<file path="src/rtl/spi_arbiter_if.sv">
// Requester-side and SPI-driver-side signals of spi_arbiter, bundled for port connection.
// The slave modport is the arbiter's view; master is the environment (requesters plus driver).
interface spi_arbiter_if #(
  parameter int NUM_REQ = 4
);
  logic [NUM_REQ-1:0]    req;
  logic [16*NUM_REQ-1:0] req_data;
  logic [NUM_REQ-1:0]    done;
  logic [15:0]           rsp_data;
  logic                  rsp_valid;
  logic [2:0]            rsp_id;
  logic                  rsp_err;
  logic [15:0]           spi_pdi;
  logic                  spi_send;
  logic [15:0]           spi_pdo;
  logic                  spi_data_valid;
  logic                  spi_cs;

  modport slave (
    input  req, req_data, spi_pdo, spi_data_valid, spi_cs,
    output done, rsp_data, rsp_valid, rsp_id, rsp_err, spi_pdi, spi_send
  );

  modport master (
    output req, req_data, spi_pdo, spi_data_valid, spi_cs,
    input  done, rsp_data, rsp_valid, rsp_id, rsp_err, spi_pdi, spi_send
  );
endinterface

</file>
<file path="src/rtl/spi_arbiter.sv">
// Round-robin arbiter sharing one 16-bit SPI driver among NUM_REQ requesters.
// Define SPI_ARB_TIMEOUT_EN to abort LAUNCH/BUSY waits after TIMEOUT cycles with rsp_err.
module spi_arbiter #(
  parameter int NUM_REQ = 4,
  parameter int TIMEOUT = 64
) (
  input logic          sclk,
  input logic          reset_n,
  spi_arbiter_if.slave bus
);
  typedef enum logic [1:0] {IDLE, LAUNCH, BUSY, DONE} state_t;

  localparam logic [3:0] LP_N = 4'(NUM_REQ);

  if (NUM_REQ < 2 || NUM_REQ > 8) begin : g_bad_num_req
    $error("spi_arbiter: NUM_REQ must be 2..8");
  end
  if (TIMEOUT < 8 || TIMEOUT > 255) begin : g_bad_timeout
    $error("spi_arbiter: TIMEOUT must be 8..255");
  end

  state_t               r_state;
  state_t               w_state_nxt;
  logic [2:0]           r_rr_ptr;
  logic [2:0]           r_cur_id;
  logic [15:0]          r_pdi;
  logic                 r_send;
  logic [NUM_REQ-1:0]   r_done;
  logic                 r_rsp_valid;
  logic [15:0]          r_rsp_data;
  logic [2:0]           r_rsp_id;
  logic                 r_rsp_err;

  logic [2*NUM_REQ-1:0] w_req_dbl;
  logic [NUM_REQ-1:0]   w_req_rot;
  logic [2:0]           w_off;
  logic [3:0]           w_sum;
  logic [3:0]           w_ptr_inc;
  logic [2:0]           w_grant_id;
  logic [2:0]           w_ptr_nxt;
  logic                 w_grant_vld;
  logic [15:0]          w_sel_data;
  logic                 w_frame_end;
  logic                 w_timeout;
  logic                 w_abort;

  // Rotate req so bit 0 is the requester at rr_ptr; the lowest set bit is the grant.
  assign w_req_dbl = {bus.req, bus.req};
  assign w_req_rot = NUM_REQ'(w_req_dbl >> r_rr_ptr);

  always_comb begin
    w_off = '0;
    for (int k = NUM_REQ - 1; k >= 0; k--) begin
      if (w_req_rot[k]) w_off = 3'(k);
    end
  end

  assign w_grant_vld = |bus.req;
  assign w_sum       = {1'b0, r_rr_ptr} + {1'b0, w_off};
  assign w_grant_id  = (w_sum >= LP_N) ? 3'(w_sum - LP_N) : w_sum[2:0];
  assign w_ptr_inc   = {1'b0, w_grant_id} + 4'd1;
  assign w_ptr_nxt   = (w_ptr_inc >= LP_N) ? 3'(w_ptr_inc - LP_N) : w_ptr_inc[2:0];

  always_comb begin
    w_sel_data = '0;
    for (int k = 0; k < NUM_REQ; k++) begin
      if (w_grant_id == 3'(k)) w_sel_data = bus.req_data[16*k +: 16];
    end
  end

  // data_valid is already high between frames, so completion also requires cs back high.
  assign w_frame_end = bus.spi_cs && bus.spi_data_valid;

`ifdef SPI_ARB_TIMEOUT_EN
  localparam logic [7:0] LP_TMO_LAST = 8'(TIMEOUT - 1);
  logic [7:0] r_tmo_cnt;

  always_ff @(posedge sclk or negedge reset_n) begin
    if (!reset_n) begin
      r_tmo_cnt <= '0;
    end else if (w_state_nxt != r_state) begin
      r_tmo_cnt <= '0;
    end else if (r_state == LAUNCH || r_state == BUSY) begin
      r_tmo_cnt <= r_tmo_cnt + 8'd1;
    end
  end

  assign w_timeout = (r_state == LAUNCH || r_state == BUSY) && (r_tmo_cnt == LP_TMO_LAST);
`else
  assign w_timeout = 1'b0;
`endif

  always_ff @(posedge sclk or negedge reset_n) begin
    if (!reset_n) r_state <= IDLE;
    else          r_state <= w_state_nxt;
  end

  always_comb begin
    w_state_nxt = r_state;
    case (r_state)
      IDLE:    if (w_grant_vld) w_state_nxt = LAUNCH;
      LAUNCH:  if (w_timeout) w_state_nxt = DONE;
               else if (!bus.spi_cs) w_state_nxt = BUSY;
      BUSY:    if (w_frame_end || w_timeout) w_state_nxt = DONE;
      DONE:    w_state_nxt = IDLE;
      default: w_state_nxt = IDLE;
    endcase
  end

  assign w_abort = !(r_state == BUSY && w_frame_end);

  always_ff @(posedge sclk or negedge reset_n) begin
    if (!reset_n) begin
      r_rr_ptr    <= '0;
      r_cur_id    <= '0;
      r_pdi       <= '0;
      r_send      <= 1'b0;
      r_done      <= '0;
      r_rsp_valid <= 1'b0;
      r_rsp_data  <= '0;
      r_rsp_id    <= '0;
      r_rsp_err   <= 1'b0;
    end else begin
      r_send      <= (w_state_nxt == LAUNCH);
      r_rsp_valid <= (w_state_nxt == DONE);
      r_done      <= '0;
      r_rsp_err   <= 1'b0;
      if (r_state == IDLE && w_grant_vld) begin
        r_pdi    <= w_sel_data;
        r_cur_id <= w_grant_id;
        r_rr_ptr <= w_ptr_nxt;
      end
      if (w_state_nxt == DONE) begin
        r_done     <= NUM_REQ'(1) << r_cur_id;
        r_rsp_id   <= r_cur_id;
        r_rsp_err  <= w_abort;
        r_rsp_data <= w_abort ? 16'h0000 : bus.spi_pdo;
      end
    end
  end

  assign bus.spi_pdi   = r_pdi;
  assign bus.spi_send  = r_send;
  assign bus.done      = r_done;
  assign bus.rsp_valid = r_rsp_valid;
  assign bus.rsp_data  = r_rsp_data;
  assign bus.rsp_id    = r_rsp_id;
  assign bus.rsp_err   = r_rsp_err;
endmodule

</file>
<file path="src/flat_wrapper.sv">
// flat-port wrapper written by rule: the top's interface ports become plain ports
module spi_arbiter_flat 
#(
  parameter int NUM_REQ = 4,
  parameter int TIMEOUT = 64
)
  (sclk, reset_n, bus_req, bus_req_data, bus_spi_pdo, bus_spi_data_valid, bus_spi_cs, bus_done, bus_rsp_data, bus_rsp_valid, bus_rsp_id, bus_rsp_err, bus_spi_pdi, bus_spi_send);
  spi_arbiter_if #(.NUM_REQ(NUM_REQ)) bus_i ();
  input logic sclk;
  input logic reset_n;
  input wire logic [$bits(bus_i.req)-1:0] bus_req;
  input wire logic [$bits(bus_i.req_data)-1:0] bus_req_data;
  input wire logic [$bits(bus_i.spi_pdo)-1:0] bus_spi_pdo;
  input wire logic [$bits(bus_i.spi_data_valid)-1:0] bus_spi_data_valid;
  input wire logic [$bits(bus_i.spi_cs)-1:0] bus_spi_cs;
  output wire logic [$bits(bus_i.done)-1:0] bus_done;
  output wire logic [$bits(bus_i.rsp_data)-1:0] bus_rsp_data;
  output wire logic [$bits(bus_i.rsp_valid)-1:0] bus_rsp_valid;
  output wire logic [$bits(bus_i.rsp_id)-1:0] bus_rsp_id;
  output wire logic [$bits(bus_i.rsp_err)-1:0] bus_rsp_err;
  output wire logic [$bits(bus_i.spi_pdi)-1:0] bus_spi_pdi;
  output wire logic [$bits(bus_i.spi_send)-1:0] bus_spi_send;
  assign bus_i.req = bus_req;
  assign bus_i.req_data = bus_req_data;
  assign bus_i.spi_pdo = bus_spi_pdo;
  assign bus_i.spi_data_valid = bus_spi_data_valid;
  assign bus_i.spi_cs = bus_spi_cs;
  assign bus_done = bus_i.done;
  assign bus_rsp_data = bus_i.rsp_data;
  assign bus_rsp_valid = bus_i.rsp_valid;
  assign bus_rsp_id = bus_i.rsp_id;
  assign bus_rsp_err = bus_i.rsp_err;
  assign bus_spi_pdi = bus_i.spi_pdi;
  assign bus_spi_send = bus_i.spi_send;
  spi_arbiter #(.NUM_REQ(NUM_REQ), .TIMEOUT(TIMEOUT)) u_core (.sclk(sclk), .reset_n(reset_n), .bus(bus_i));
endmodule
</file>
<file path="config.mk">
export PLATFORM = sky130hd
export DESIGN_NAME = spi_arbiter_flat
export DESIGN_NICKNAME = d
export VERILOG_FILES = /design/src/rtl/spi_arbiter_if.sv /design/src/rtl/spi_arbiter.sv /design/src/flat_wrapper.sv
export SDC_FILE = /design/constraint.sdc
export NUM_CORES = 1
export LEC_CHECK = 0
export BUFFER_PORTS_ARGS = -buffer_cell sky130_fd_sc_hd__buf_2
export CAP_MARGIN = 40
export CORE_AREA = 2 2 78 80
export DETAILED_ROUTE_END_ITERATION = 8
export DIE_AREA = 0 0 80 82
export PLACE_DENSITY = 0.82
export SLEW_MARGIN = 10
export SYNTH_ARGS = -nofsm -noshare
export SYNTH_HDL_FRONTEND = slang
export SYNTH_SLANG_ARGS = --single-unit
</file>
<file path="constraint.sdc">
create_clock -name sclk -period 3.4 [get_ports sclk]
set_input_delay 0.51 -clock sclk [delete_from_list [all_inputs] [get_ports sclk]]
set_output_delay 0.51 -clock sclk [all_outputs]
set_load 0.03 [all_outputs]
</file>
==> reports/qor.yml, run 1 <==
slew_headroom_pct: 55.6
clk_path_buf_depth: 2
hold_fails_final_rpt: 0
power.density_mw_per_mm2: 1180
setup.reg_to_reg.worst_slack_ns: 0.27
fin_setup_tns_ns: 0
cts_made_buffers: 5
detail_route.wl_per_cell_um: 15.7
synthCells: 209
floorplan.die.height_um: 82
global_route.overflow_total: 0
max_slew.worst_pin.slew_ns: 0.666
layout_commonest_cell: "sky130_fd_sc_hd__buf_2"
internal-power_mw: 2.07
placed_cell_area_sq_mm: 0.00322
drt_pre_antenna_iters: 4
report.final.slew_viol_count: 0
power_frac_clock_pct: 11.0
finalPower_mw: 3.93
fin_ws_ns: 0.272
num_vias: 2287
routed_via_density: 5.54
total_leakage_power_nw: 1.66
tritoncts: "yes"
clk_pin_slew_ns: 0.09
core.rowCount: 28
final-setup-viol-count: 0
worst_ep_arrival_time_ns: 3.28
grt_setup_unrepaired: "no"
clock_sink_count: 50
ys_seq_area_share_pct: 50.7
comb_power_share_pct: 63.8
finalInstanceArea_sq_mm: 0.00334
fp.coreArea_sq_mm: 0.00575
cts-resized-gates: 0
placement.io_buffers: 129
postLayoutCoreUtil_pct: 58.2
layout.cells.most_common_list: "129 x sky130_fd_sc_hd__buf_2, 50 x sky130_fd_sc_hd__dfrtp_1, 23 x sky130_fd_sc_hd__mux2_2, 23 x sky130_fd_sc_hd__o21ai_0, 17 x sky130_fd_sc_hd__o22ai_1"
synth-seq-cells: 50
final.hold.worst_slack_ns: 0.165
post_synth.cell_area_avg_sq_um: 11.8
reg2reg_depth: 9
switching_share_pct: 47.4
post_placement_cell_count: 405
seq_power_share_pct: 25.3
worst-path-max-fanout: 16
first_global_vias: 2173
status: "complete, no violations"
synthesis.yosys.warnings: 0
critPathCaptureType: "flop"
stdcell_count: 413
cts_htree_levels: 2
final_period_util_pct: 92.0
drt_wl_total_mm: 6.47
drt_drc_violations_left: 0
ctsRootBufferMaster: "sky130_fd_sc_hd__clkbuf_8"
syn-num-nets: 304
period_minus_slack_ns: 3.13
yosysUniqueCellTypes: 36
worst_ep_required_time_ns: 3.55
insertedDiodeCount: 0
holdBufCountCts: 0
max-cap-violations: 0
buffers_inserted_by_post_cts_timing_repair: 0
worst_ir_drop_vdd_mv: 0.538
worst_hold_path_type: "in -> async"
globalRouteTotalUtil_pct: 19.8
post_route_cells_drive_above_1_share_pct: 51.5
final.fill_count: 505
criticalPathCategory: "reg -> reg"
routabilityCongestion: 0.762
worst_r2r_startpoint: "u_core.r_rr_ptr[0]$_DFFE_PN0P_"
layout-area-overhead-vs-synth_pct: 35.4
drt_iter0_drcs: 80
placement.setup.worst_slack_ns: 0.224
netlist_area_sq_mm: 0.00247
worstReg2RegEnd: "u_core.bus.spi_pdi[11]$_DFFE_PN0P_"
clock_insertion_delay_worst_skew_ns: 0.29
antenna_found_initial: 0
grt_start_max_net_pins: 32
die_w_um: 80
cp-start-kind: "flop"
die_area_sq_mm: 0.00656
ant_nets: 0
fin_skew_ns: 0.00450
p_sw_mw: 1.86
start_util_pct: 43.0
dp_hpwl_mm: 4.92
boundaryPins: 130
nNetsFinal: 432
achievable-frequency_mhz: 320
wire_length_of_the_first_global_routing_pass_mm: 10.2
flip-flops by register name (all words and copies together) (netlist names):
register / count
u_core.bus.done: 4
u_core.bus.spi_pdi: 16
u_core.bus.rsp_valid: 1
u_core.bus.rsp_id: 3
u_core.bus.spi_send: 1
u_core.r_rr_ptr: 3
u_core.r_cur_id: 3
u_core.r_state: 2
u_core.bus.rsp_data: 16
u_core.bus.rsp_err: 1
routing by layer:
layer / part of all wire, % / track usage, % / vias up / wire, um
met2: 52 / 36.2 / 101 / 3360
li1: - / - / 1075 / -
met4: 0.29 / 4.07 / 0 / 19
met1: 40 / 24.2 / 1109 / 2600
met3: 7.6 / 4.29 / 2 / 493
met5: 0 / 0 / - / 0
logic make-up (layout without fill, tap and decap cells):
logic type | after synthesis | count (layout) | share of synthesized area (%)
muxes | 26 | 26 | 11.9
adders and majority gates | 7 | 7 | 3.85
DFF | 50 | 50 | 50.7
AOI/OAI and AO/OA | 77 | 77 | 21.8
and+or+nand+nor | 25 | 25 | 7.19
other | 1 | 1 | 0.152
buffers and inverters | 23 | 152 | 4.41
cell usage after synthesis:
cell,instances,area [sq um]
sky130_fd_sc_hd__or2_2,1,6.26
sky130_fd_sc_hd__or2_1,1,6.26
sky130_fd_sc_hd__clkbuf_2,1,5.00
sky130_fd_sc_hd__o22ai_1,17,106
sky130_fd_sc_hd__o21ai_0,23,115
sky130_fd_sc_hd__nand4_1,1,6.26
sky130_fd_sc_hd__dfrtp_1,50,1250
sky130_fd_sc_hd__nor3_1,4,20.0
sky130_fd_sc_hd__o41ai_1,16,140
sky130_fd_sc_hd__o2bb2ai_1,2,17.5
sky130_fd_sc_hd__a21oi_1,1,5.00
sky130_fd_sc_hd__and3b_1,1,8.76
sky130_fd_sc_hd__conb_1,1,3.75
sky130_fd_sc_hd__nor2b_1,3,18.8
sky130_fd_sc_hd__mux2_4,1,15.0
sky130_fd_sc_hd__clkbuf_1,7,26.3
sky130_fd_sc_hd__or4_4,1,11.3
sky130_fd_sc_hd__nand2b_4,1,13.8
sky130_fd_sc_hd__nand2b_1,1,6.26
sky130_fd_sc_hd__inv_1,6,22.5
sky130_fd_sc_hd__mux2i_1,2,20.0
sky130_fd_sc_hd__nor4_4,1,21.3
sky130_fd_sc_hd__nor4b_1,2,17.5
sky130_fd_sc_hd__nor4bb_1,1,10.0
sky130_fd_sc_hd__ha_1,6,75.1
sky130_fd_sc_hd__a221oi_1,16,140
sky130_fd_sc_hd__fa_1,1,20.0
sky130_fd_sc_hd__nand3_1,2,10.0
sky130_fd_sc_hd__nor4_1,1,6.26
sky130_fd_sc_hd__mux2_2,23,259
sky130_fd_sc_hd__buf_8,1,15.0
sky130_fd_sc_hd__o31ai_1,1,7.51
sky130_fd_sc_hd__a211oi_1,1,7.51
sky130_fd_sc_hd__nor2_1,3,11.3
sky130_fd_sc_hd__buf_2,8,40.0
sky130_fd_sc_hd__nand2_1,1,3.75
power by group through the flow:
stage	sequential, mW	clock [mW]	combinational, mW
floorplan	1.40	0	1.41
global placement	0.992	0	2.41
detailed placement	0.999	0	2.51
CTS	0.991	0.449	2.51
global route	1.02	0.471	2.77
finish	0.993	0.431	2.51
final cells by class:
cell class	instances	area (sq um)	share of cell area (%)
clock buffers	6	82.6	2.47
clock inverters	2	38.8	1.16
inverters	6	22.5	0.673
multi-input cells	136	1110	33.2
flip-flops and latches	50	1250	37.4
well taps	75	93.8	2.81
repair buffers	138	746	22.3
worst max-delay path, cell delays in order, from the launching register on:
cell and delay, ns:
sky130_fd_sc_hd__dfrtp_1 0.51, sky130_fd_sc_hd__mux2_2 0.41, sky130_fd_sc_hd__o21ai_0 0.16, sky130_fd_sc_hd__o2bb2ai_1 0.13
sky130_fd_sc_hd__ha_1 0.19, sky130_fd_sc_hd__fa_1 0.48, sky130_fd_sc_hd__ha_1 0.25, sky130_fd_sc_hd__or2_2 0.43
sky130_fd_sc_hd__a221oi_1 0.31, sky130_fd_sc_hd__o41ai_1 0.11
worst max-delay path by stage:
| stage | end | startpoint | slack (ns) | depth (start not counted) |
|---|---|---|---|---|
| finish | u_core.bus.spi_pdi[11]$_DFFE_PN0P_ | u_core.r_rr_ptr[0]$_DFFE_PN0P_ | 0.27 | 9 |
| global route | u_core.bus.spi_pdi[15]$_DFFE_PN0P_ | u_core.r_rr_ptr[0]$_DFFE_PN0P_ | 0.04 | 10 |
| CTS | u_core.bus.spi_pdi[15]$_DFFE_PN0P_ | u_core.r_rr_ptr[0]$_DFFE_PN0P_ | 0.30 | 10 |
| detailed placement | u_core.bus.spi_pdi[15]$_DFFE_PN0P_ | bus_req[3] | 0.22 | 11 |
| global placement | u_core.bus.spi_pdi[14]$_DFFE_PN0P_ | bus_req[3] | 0.32 | 10 |
| floorplan | u_core.bus.spi_pdi[6]$_DFFE_PN0P_ | u_core.r_rr_ptr[0]$_DFFE_PN0P_ | 0.46 | 11 |
No activity file was read; power rests on OpenSTA's default activity.
==> inputs of run 2 (changes only) <==
--- a/config.mk
+++ b/config.mk
@@ -11,6 +11,7 @@
 export DETAILED_ROUTE_END_ITERATION = 8
 export DIE_AREA = 0 0 80 82
 export PLACE_DENSITY = 0.82
+export RECOVER_POWER = 100
 export SLEW_MARGIN = 10
 export SYNTH_ARGS = -nofsm -noshare
 export SYNTH_HDL_FRONTEND = slang
==> constraint.sdc (replaced) <==
create_clock -name sclk -period 3.3 [get_ports sclk]
set_input_delay 0.495 -clock sclk [delete_from_list [all_inputs] [get_ports sclk]]
set_output_delay 0.495 -clock sclk [all_outputs]
set_load 0.03 [all_outputs]
==> run 2 against run 1 <==
  * The run now ends with max-capacitance violations, max-slew violations left
  * Final area fell by 1.3%
  * Critical endpoint is now u_core.bus.spi_pdi[3]$_DFFE_PN0P_
  * Hold slack improved by 0.19 ns
  * Highest routed layer unchanged
  * Sequential power rose by 4%
  * Utilization decreased by 0.78 points
  * Clock skew shrank 0.0028 ns
  * Worst setup slack got worse by 0.054 ns
  * Final cell count increased by 0.73%
  * Combinational power grew 6%
  * Total power grew 4.5%
  * Critical path type unchanged
  * Sequential share of layout area up 0.55 points
  * First-iteration DRC count grew 14%
==> reports/qor.yml, run 2 (synthesis results as in run 1) <==
worst_hold_path_type: "in -> async"  # unchanged
global_route.overflow_total: 0  # unchanged
hold_fails_final_rpt: 0  # unchanged
max_slew.worst_pin.slew_ns: 1.64  # was 0.666 ns
reg2reg_depth: 9  # unchanged
path_common_cell: "sky130_fd_sc_hd__ha_1"  # unchanged
antenna_found_initial: 0  # unchanged
fin_setup_tns_ns: 0  # unchanged
start_util_pct: 43.0  # unchanged
post_route_cells_drive_above_1_share_pct: 39.9  # was 51.5%
num_vias: 2314  # was 2,287
period_minus_slack_ns: 3.08  # was 3.13 ns
clock_sink_count: 50  # unchanged
clock_insertion_delay_worst_skew_ns: 0.29  # about the same
boundaryPins: 130  # unchanged
report.final.slew_viol_count: 32  # was 0
criticalPathCategory: "reg -> reg"  # unchanged
power_frac_clock_pct: 10.3  # was 11.0%
comb_power_share_pct: 64.6  # was 63.8%
postLayoutCoreUtil_pct: 57.4  # was 58.2%
failing_checks: "max-capacitance violations, max-slew violations"
holdBufCountCts: 0  # unchanged
drt_iter0_drcs: 91  # was 80
p_sw_mw: 1.97  # was 1.86 mW
worst_ep_arrival_time_ns: 3.25  # was 3.28 ns
routabilityCongestion: 0.760  # was 0.762
stdcell_count: 416  # was 413
drt_wl_total_mm: 6.77  # was 6.47 mm
insertedDiodeCount: 0  # unchanged
final_period_util_pct: 93.4  # was 92.0%
cp-start-kind: "flop"  # unchanged
status: "complete, but fails checks"  # was complete, no violations
seq_power_share_pct: 25.1  # was 25.3%
worst_ep_required_time_ns: 3.47  # was 3.55 ns
grt_start_max_net_pins: 32  # unchanged
slew_headroom_pct: -9.21  # was 55.6%
final-setup-viol-count: 0  # unchanged
power.density_mw_per_mm2: 1240  # was 1180 mW/mm^2
fin_skew_ns: 0.00170  # was 0.00450 ns
achievable-frequency_mhz: 324  # was 320 MHz
drt_drc_violations_left: 0  # unchanged
ctsRootBufferMaster: "sky130_fd_sc_hd__clkbuf_8"  # unchanged
drt_pre_antenna_iters: 4  # unchanged
internal-power_mw: 2.13  # was 2.07 mW
grt_setup_unrepaired: "no"  # unchanged
tritoncts: "yes"  # unchanged
floorplan.die.height_um: 82  # unchanged
layout_commonest_cell: "sky130_fd_sc_hd__buf_2"  # unchanged
worstPathCellList: "mux2_2 -> o21ai_1 -> o2bb2ai_1 -> ha_1 -> fa_2 -> ha_1 -> or2_2 -> a221oi_1 -> o41ai_1"  # was mux2_2 -> o21ai_0 -> o2bb2ai_1 -> ha_1 -> fa_1 -> ha_1 -> or2_2 -> a221oi_1 -> o41ai_1
max-cap-violations: 1  # was 0
switching_share_pct: 48.1  # was 47.4%
cp_slowest_cell: "sky130_fd_sc_hd__fa_2"  # was sky130_fd_sc_hd__dfrtp_1
cts_made_buffers: 5  # unchanged
detail_route.wl_per_cell_um: 16.3  # was 15.7 um
fp.coreArea_sq_mm: 0.00575  # unchanged
layout.cells.most_common_list: "86 x sky130_fd_sc_hd__buf_2, 49 x sky130_fd_sc_hd__dfrtp_1, 45 x sky130_fd_sc_hd__clkbuf_1, 23 x sky130_fd_sc_hd__mux2_2, 22 x sky130_fd_sc_hd__o21ai_0"  # was 129 x sky130_fd_sc_hd__buf_2, 50 x sky130_fd_sc_hd__dfrtp_1, 23 x sky130_fd_sc_hd__mux2_2, 23 x sky130_fd_sc_hd__o21ai_0, 17 x sky130_fd_sc_hd__o22ai_1
first_global_vias: 2287  # was 2,173
globalRouteTotalUtil_pct: 20.8  # was 19.8%
clk_pin_slew_ns: 0.09  # about the same
total_leakage_power_nw: 1.51  # was 1.66 nW
worst_ir_drop_vdd_mv: 0.724  # was 0.538 mV
clk_path_buf_depth: 2  # unchanged
finalPower_mw: 4.11  # was 3.93 mW
critPathCaptureType: "flop"  # unchanged
ant_nets: 0  # unchanged
dp_hpwl_mm: 5.04  # was 4.92 mm
max_stage_delay_ns: 0.50  # was 0.51 ns
wire_length_of_the_first_global_routing_pass_mm: 10.6  # was 10.2 mm
post_placement_cell_count: 406  # was 405
die_w_um: 80  # unchanged
worst-path-max-fanout: 16  # unchanged
placement.setup.worst_slack_ns: 0.0597  # was 0.224 ns
core.rowCount: 28  # unchanged
placement.io_buffers: 129  # unchanged
layout-area-overhead-vs-synth_pct: 33.6  # was 35.4%
final.fill_count: 532  # was 505
fin_ws_ns: 0.217  # was 0.272 ns
nNetsFinal: 436  # was 432
cts_htree_levels: 2  # unchanged
routed_via_density: 5.56  # was 5.54
die_area_sq_mm: 0.00656  # unchanged
-- run 2: layer usage --
layer / routed length (um) / GRT usage [%]
met4: 46 / 5.76
met1: 2660 / 24.2
met5: 0 / 0
met2: 3470 / 38.8
met3: 600 / 4.07
-- run 2: power groups by stage --
| stage | Sequential (mW) | Clock (mW) | Combinational [mW] |
|---|---|---|---|
| final | 1.03 | 0.422 | 2.65 |
| after global routing | 1.06 | 0.454 | 2.92 |
| after CTS | 1.02 | 0.433 | 2.58 |
| after detailed placement | 1.03 | 0 | 2.59 |
| after global placement | 1.02 | 0 | 2.47 |
| after floorplan | 1.44 | 0 | 1.45 |
-- run 2: final cells by class --
type,instances,area (sq um),share of cell area [%]
multi-input combinational,136,1120,33.9
tap,75,93.8,2.84
inverter,6,22.5,0.683
clock inverter,2,38.8,1.18
sequential,50,1250,38.0
clock buffer,5,68.8,2.09
timing repair buffer,142,706,21.4
-- run 2: what timing repair did --
action	CTS	global route
setup endpoints to repair	0	16
resized for setup	0	9
buffers inserted	0	3
-- run 2: through the flow --
| step | instance area [sq um] | hold WS (ns) |
|---|---|---|
| finish | 3300 | 0.352 |
| global route | 3300 | 0.411 |
| CTS | 3330 | 0.150 |
| detailed placement | 3220 | 0.475 |
| global placement | 3180 | 0.482 |
| floorplan | 2470 | 0.199 |
-- run 2: final timing paths --
kind	from	slack, ns	to
max in group asynchronous	reset_n	0.78	u_core.r_rr_ptr[0]$_DFFE_PN0P_
min in group sclk	bus_spi_pdo[3]	0.42	u_core.bus.rsp_data[3]$_DFFE_PN0P_
worst min-delay path	reset_n	0.35	u_core.bus.rsp_data[2]$_DFFE_PN0P_
worst max register to register	u_core.r_rr_ptr[0]$_DFFE_PN0P_	0.22	u_core.bus.spi_pdi[3]$_DFFE_PN0P_
worst max-delay path	u_core.r_rr_ptr[0]$_DFFE_PN0P_	0.22	u_core.bus.spi_pdi[3]$_DFFE_PN0P_
worst min register to register	u_core.bus.rsp_data[8]$_DFFE_PN0P_	0.51	u_core.bus.rsp_data[8]$_DFFE_PN0P_
-- run 2: critical path, delay by kind of cell, from the launching register on --
kind / cells / cell delay (ns)
compound gates: 4 / 0.70
fa+ha+maj: 3 / 0.96
flops: 1 / 0.47
mux: 1 / 0.39
simple gates: 1 / 0.43
==> inputs of run 3 (changes only) <==
--- a/config.mk
+++ b/config.mk
@@ -5,12 +5,13 @@
 export SDC_FILE = /design/constraint.sdc
 export NUM_CORES = 1
 export LEC_CHECK = 0
+export ABC_CLOCK_PERIOD_IN_PS = 3300
 export BUFFER_PORTS_ARGS = -buffer_cell sky130_fd_sc_hd__buf_2
 export CAP_MARGIN = 40
-export CORE_AREA = 2 2 78 80
+export CORE_AREA = 2 2 64 96
 export DETAILED_ROUTE_END_ITERATION = 8
-export DIE_AREA = 0 0 80 82
-export PLACE_DENSITY = 0.82
+export DIE_AREA = 0 0 66 98
+export PLACE_DENSITY = 0.83
 export RECOVER_POWER = 100
 export SLEW_MARGIN = 10
 export SYNTH_ARGS = -nofsm -noshare
==> run 3 against run 2 <==
  * The flow still finishes with violations (max-capacitance violations, max-slew violations)
  * Sequential share of layout area increased by 0.69 points
  * Worst setup slack improved by 0.025 ns
  * Critical path depth unchanged
  * Combinational power decreased by 8.3%
  * Non-clock buffer count decreased by 5
  * Largest cell class unchanged
  * Largest power group unchanged
  * Highest routed layer unchanged
==> reports/qor.yml, run 3 (synthesis results as in run 1) <==
worst_hold_path_type: "in -> async"  # unchanged
holdBufCountCts: 0  # unchanged
max-cap-violations: 1  # unchanged
report.final.slew_viol_count: 36  # was 32
floorplan.die.height_um: 98  # was 82 um
first_global_vias: 2235  # was 2,287
worst_ep_arrival_time_ns: 3.25  # about the same
post_placement_cell_count: 401  # was 406
cts_made_buffers: 5  # unchanged
worst_ep_required_time_ns: 3.49  # was 3.47 ns
placed_cell_area_sq_mm: 0.00320  # was 0.00322 sq mm
antenna_found_initial: 0  # unchanged
power.density_mw_per_mm2: 1210  # was 1240 mW/mm^2
achievable-frequency_mhz: 327  # was 324 MHz
layout_commonest_cell: "sky130_fd_sc_hd__buf_2"  # unchanged
global_route.overflow_total: 0  # unchanged
wire_length_of_the_first_global_routing_pass_mm: 10.4  # was 10.6 mm
post_route_cells_drive_above_1_share_pct: 37.7  # was 39.9%
slew_headroom_pct: -20.9  # was -9.21%
placement.setup.worst_slack_ns: 0.158  # was 0.0597 ns
final_period_util_pct: 92.7  # was 93.4%
drt_iter0_drcs: 120  # was 91
dp_hpwl_mm: 4.95  # was 5.04 mm
drt_wl_total_mm: 6.53  # was 6.77 mm
hold_fails_final_rpt: 0  # unchanged
cp-start-kind: "flop"  # unchanged
fp.coreArea_sq_mm: 0.00570  # was 0.00575 sq mm
grt_start_max_net_pins: 36  # was 32
setup.reg_to_reg.worst_slack_ns: 0.24  # was 0.22 ns
grt_setup_unrepaired: "no"  # unchanged
placement.io_buffers: 129  # unchanged
criticalPathCategory: "reg -> reg"  # unchanged
drt_drc_violations_left: 0  # unchanged
routabilityCongestion: 0.765  # was 0.760
worst_ir_drop_vdd_mv: 0.510  # was 0.724 mV
final-setup-viol-count: 0  # unchanged
start_util_pct: 43.3  # was 43.0%
ctsRootBufferMaster: "sky130_fd_sc_hd__clkbuf_8"  # unchanged
routed_via_density: 5.54  # was 5.56
fin_setup_tns_ns: 0  # unchanged
cts_htree_levels: 2  # unchanged
failing_checks: "max-capacitance violations, max-slew violations"  # unchanged
clk_path_buf_depth: 2  # unchanged
detail_route.wl_per_cell_um: 16.0  # was 16.3 um
ant_nets: 0  # unchanged
fin_ws_ns: 0.242  # was 0.217 ns
clock_sink_count: 50  # unchanged
max_slew.worst_pin.slew_ns: 1.81  # was 1.64 ns
critPathCaptureType: "flop"  # unchanged
worst-path-max-fanout: 16  # unchanged
total_leakage_power_nw: 1.49  # was 1.51 nW
clk_pin_slew_ns: 0.10  # was 0.09 ns
die_w_um: 66  # was 80 um
drt_pre_antenna_iters: 4  # unchanged
num_vias: 2266  # was 2,314
period_minus_slack_ns: 3.06  # was 3.08 ns
tritoncts: "yes"  # unchanged
final.hold.worst_slack_ns: 0.271  # was 0.352 ns
status: "complete, but fails checks"  # unchanged
clock_insertion_delay_worst_skew_ns: 0.30  # was 0.29 ns
final.fill_count: 548  # was 532
layout.cells.most_common_list: "86 x sky130_fd_sc_hd__buf_2, 49 x sky130_fd_sc_hd__dfrtp_1, 45 x sky130_fd_sc_hd__clkbuf_1, 23 x sky130_fd_sc_hd__o21ai_0, 22 x sky130_fd_sc_hd__mux2_2"  # was 86 x sky130_fd_sc_hd__buf_2, 49 x sky130_fd_sc_hd__dfrtp_1, 45 x sky130_fd_sc_hd__clkbuf_1, 23 x sky130_fd_sc_hd__mux2_2, 22 x sky130_fd_sc_hd__o21ai_0
boundaryPins: 130  # unchanged
core.rowCount: 34  # was 28
fin_skew_ns: 0.00874  # was 0.00170 ns
stdcell_count: 409  # was 416
finalInstanceArea_sq_mm: 0.00324  # was 0.00330 sq mm
globalRouteTotalUtil_pct: 20.4  # was 20.8%
die_area_sq_mm: 0.00647  # was 0.00656 sq mm
nNetsFinal: 431  # was 436
insertedDiodeCount: 0  # unchanged
layout-area-overhead-vs-synth_pct: 31.2  # was 33.6%
run 3: cell count changes in the layout (fill, tap and decap cells not counted), sizes merged:
cell,delta
buf,-5
clkinv,-1
inv,+1
clkinvlp,+1
run 3: critical path: stages (launching register included):
cell and delay [ns]:
sky130_fd_sc_hd__dfrtp_2 0.48, sky130_fd_sc_hd__mux2_1 0.38, sky130_fd_sc_hd__o21ai_0 0.16, sky130_fd_sc_hd__o2bb2ai_1 0.13, sky130_fd_sc_hd__ha_1 0.21, sky130_fd_sc_hd__fa_1 0.49, sky130_fd_sc_hd__ha_1 0.26, sky130_fd_sc_hd__or2_2 0.42
sky130_fd_sc_hd__a221oi_1 0.30, sky130_fd_sc_hd__o41ai_1 0.10
run 3: what timing repair did:
action / CTS / global route
buffers inserted: 0 / 0
resized for setup: 0 / 2
endpoints found under the setup margin: 0 / 6
run 3: layer usage:
metal  part of all wire [%]  track usage [%]
met1                     39             23.9
met2                     55             38.2
met3                    6.0             3.00
met4                   0.81             5.02
met5                      0                0
run 3: path summary, 6_finish.rpt:
kind,endpoint,from,depth (start not counted)
min,u_core.bus.spi_pdi[3]$_DFFE_PN0P_,reset_n,1
max,u_core.bus.spi_pdi[5]$_DFFE_PN0P_,u_core.r_rr_ptr[0]$_DFFE_PN0P_,9
min reg2reg,u_core.bus.rsp_data[6]$_DFFE_PN0P_,u_core.bus.rsp_data[6]$_DFFE_PN0P_,1
min in group sclk,u_core.bus.rsp_data[3]$_DFFE_PN0P_,bus_spi_pdo[3],2
max reg2reg,u_core.bus.spi_pdi[5]$_DFFE_PN0P_,u_core.r_rr_ptr[0]$_DFFE_PN0P_,9
max in group asynchronous,u_core.r_rr_ptr[0]$_DFFE_PN0P_,reset_n,2
run 3: area by class of cell:
cell class | instances | area (sq um) | share of cell area, %
sequential | 50 | 1250 | 38.6
multi-input combinational | 136 | 1110 | 34.1
timing repair buffer | 137 | 652 | 20.1
tap | 72 | 90.1 | 2.78
clock buffer | 5 | 68.8 | 2.12
clock inverter | 3 | 48.8 | 1.51
inverter | 6 | 22.5 | 0.695
run 3: power breakdown:
part	internal, mW	total (mW)	switching (mW)
clock network	0.231	0.447	0.216
registers	0.875	1.03	0.155
logic	0.893	2.43	1.54
total	2.00	3.91	1.91
run 3: metrics by stage:
stage                     util [%]  power [mW]
after floorplan                  -        2.89
after global placement        55.4        3.44
after detailed placement      56.1        3.54
after CTS                     58.2        3.98
after global routing          56.8        4.19
final                         56.8        3.91
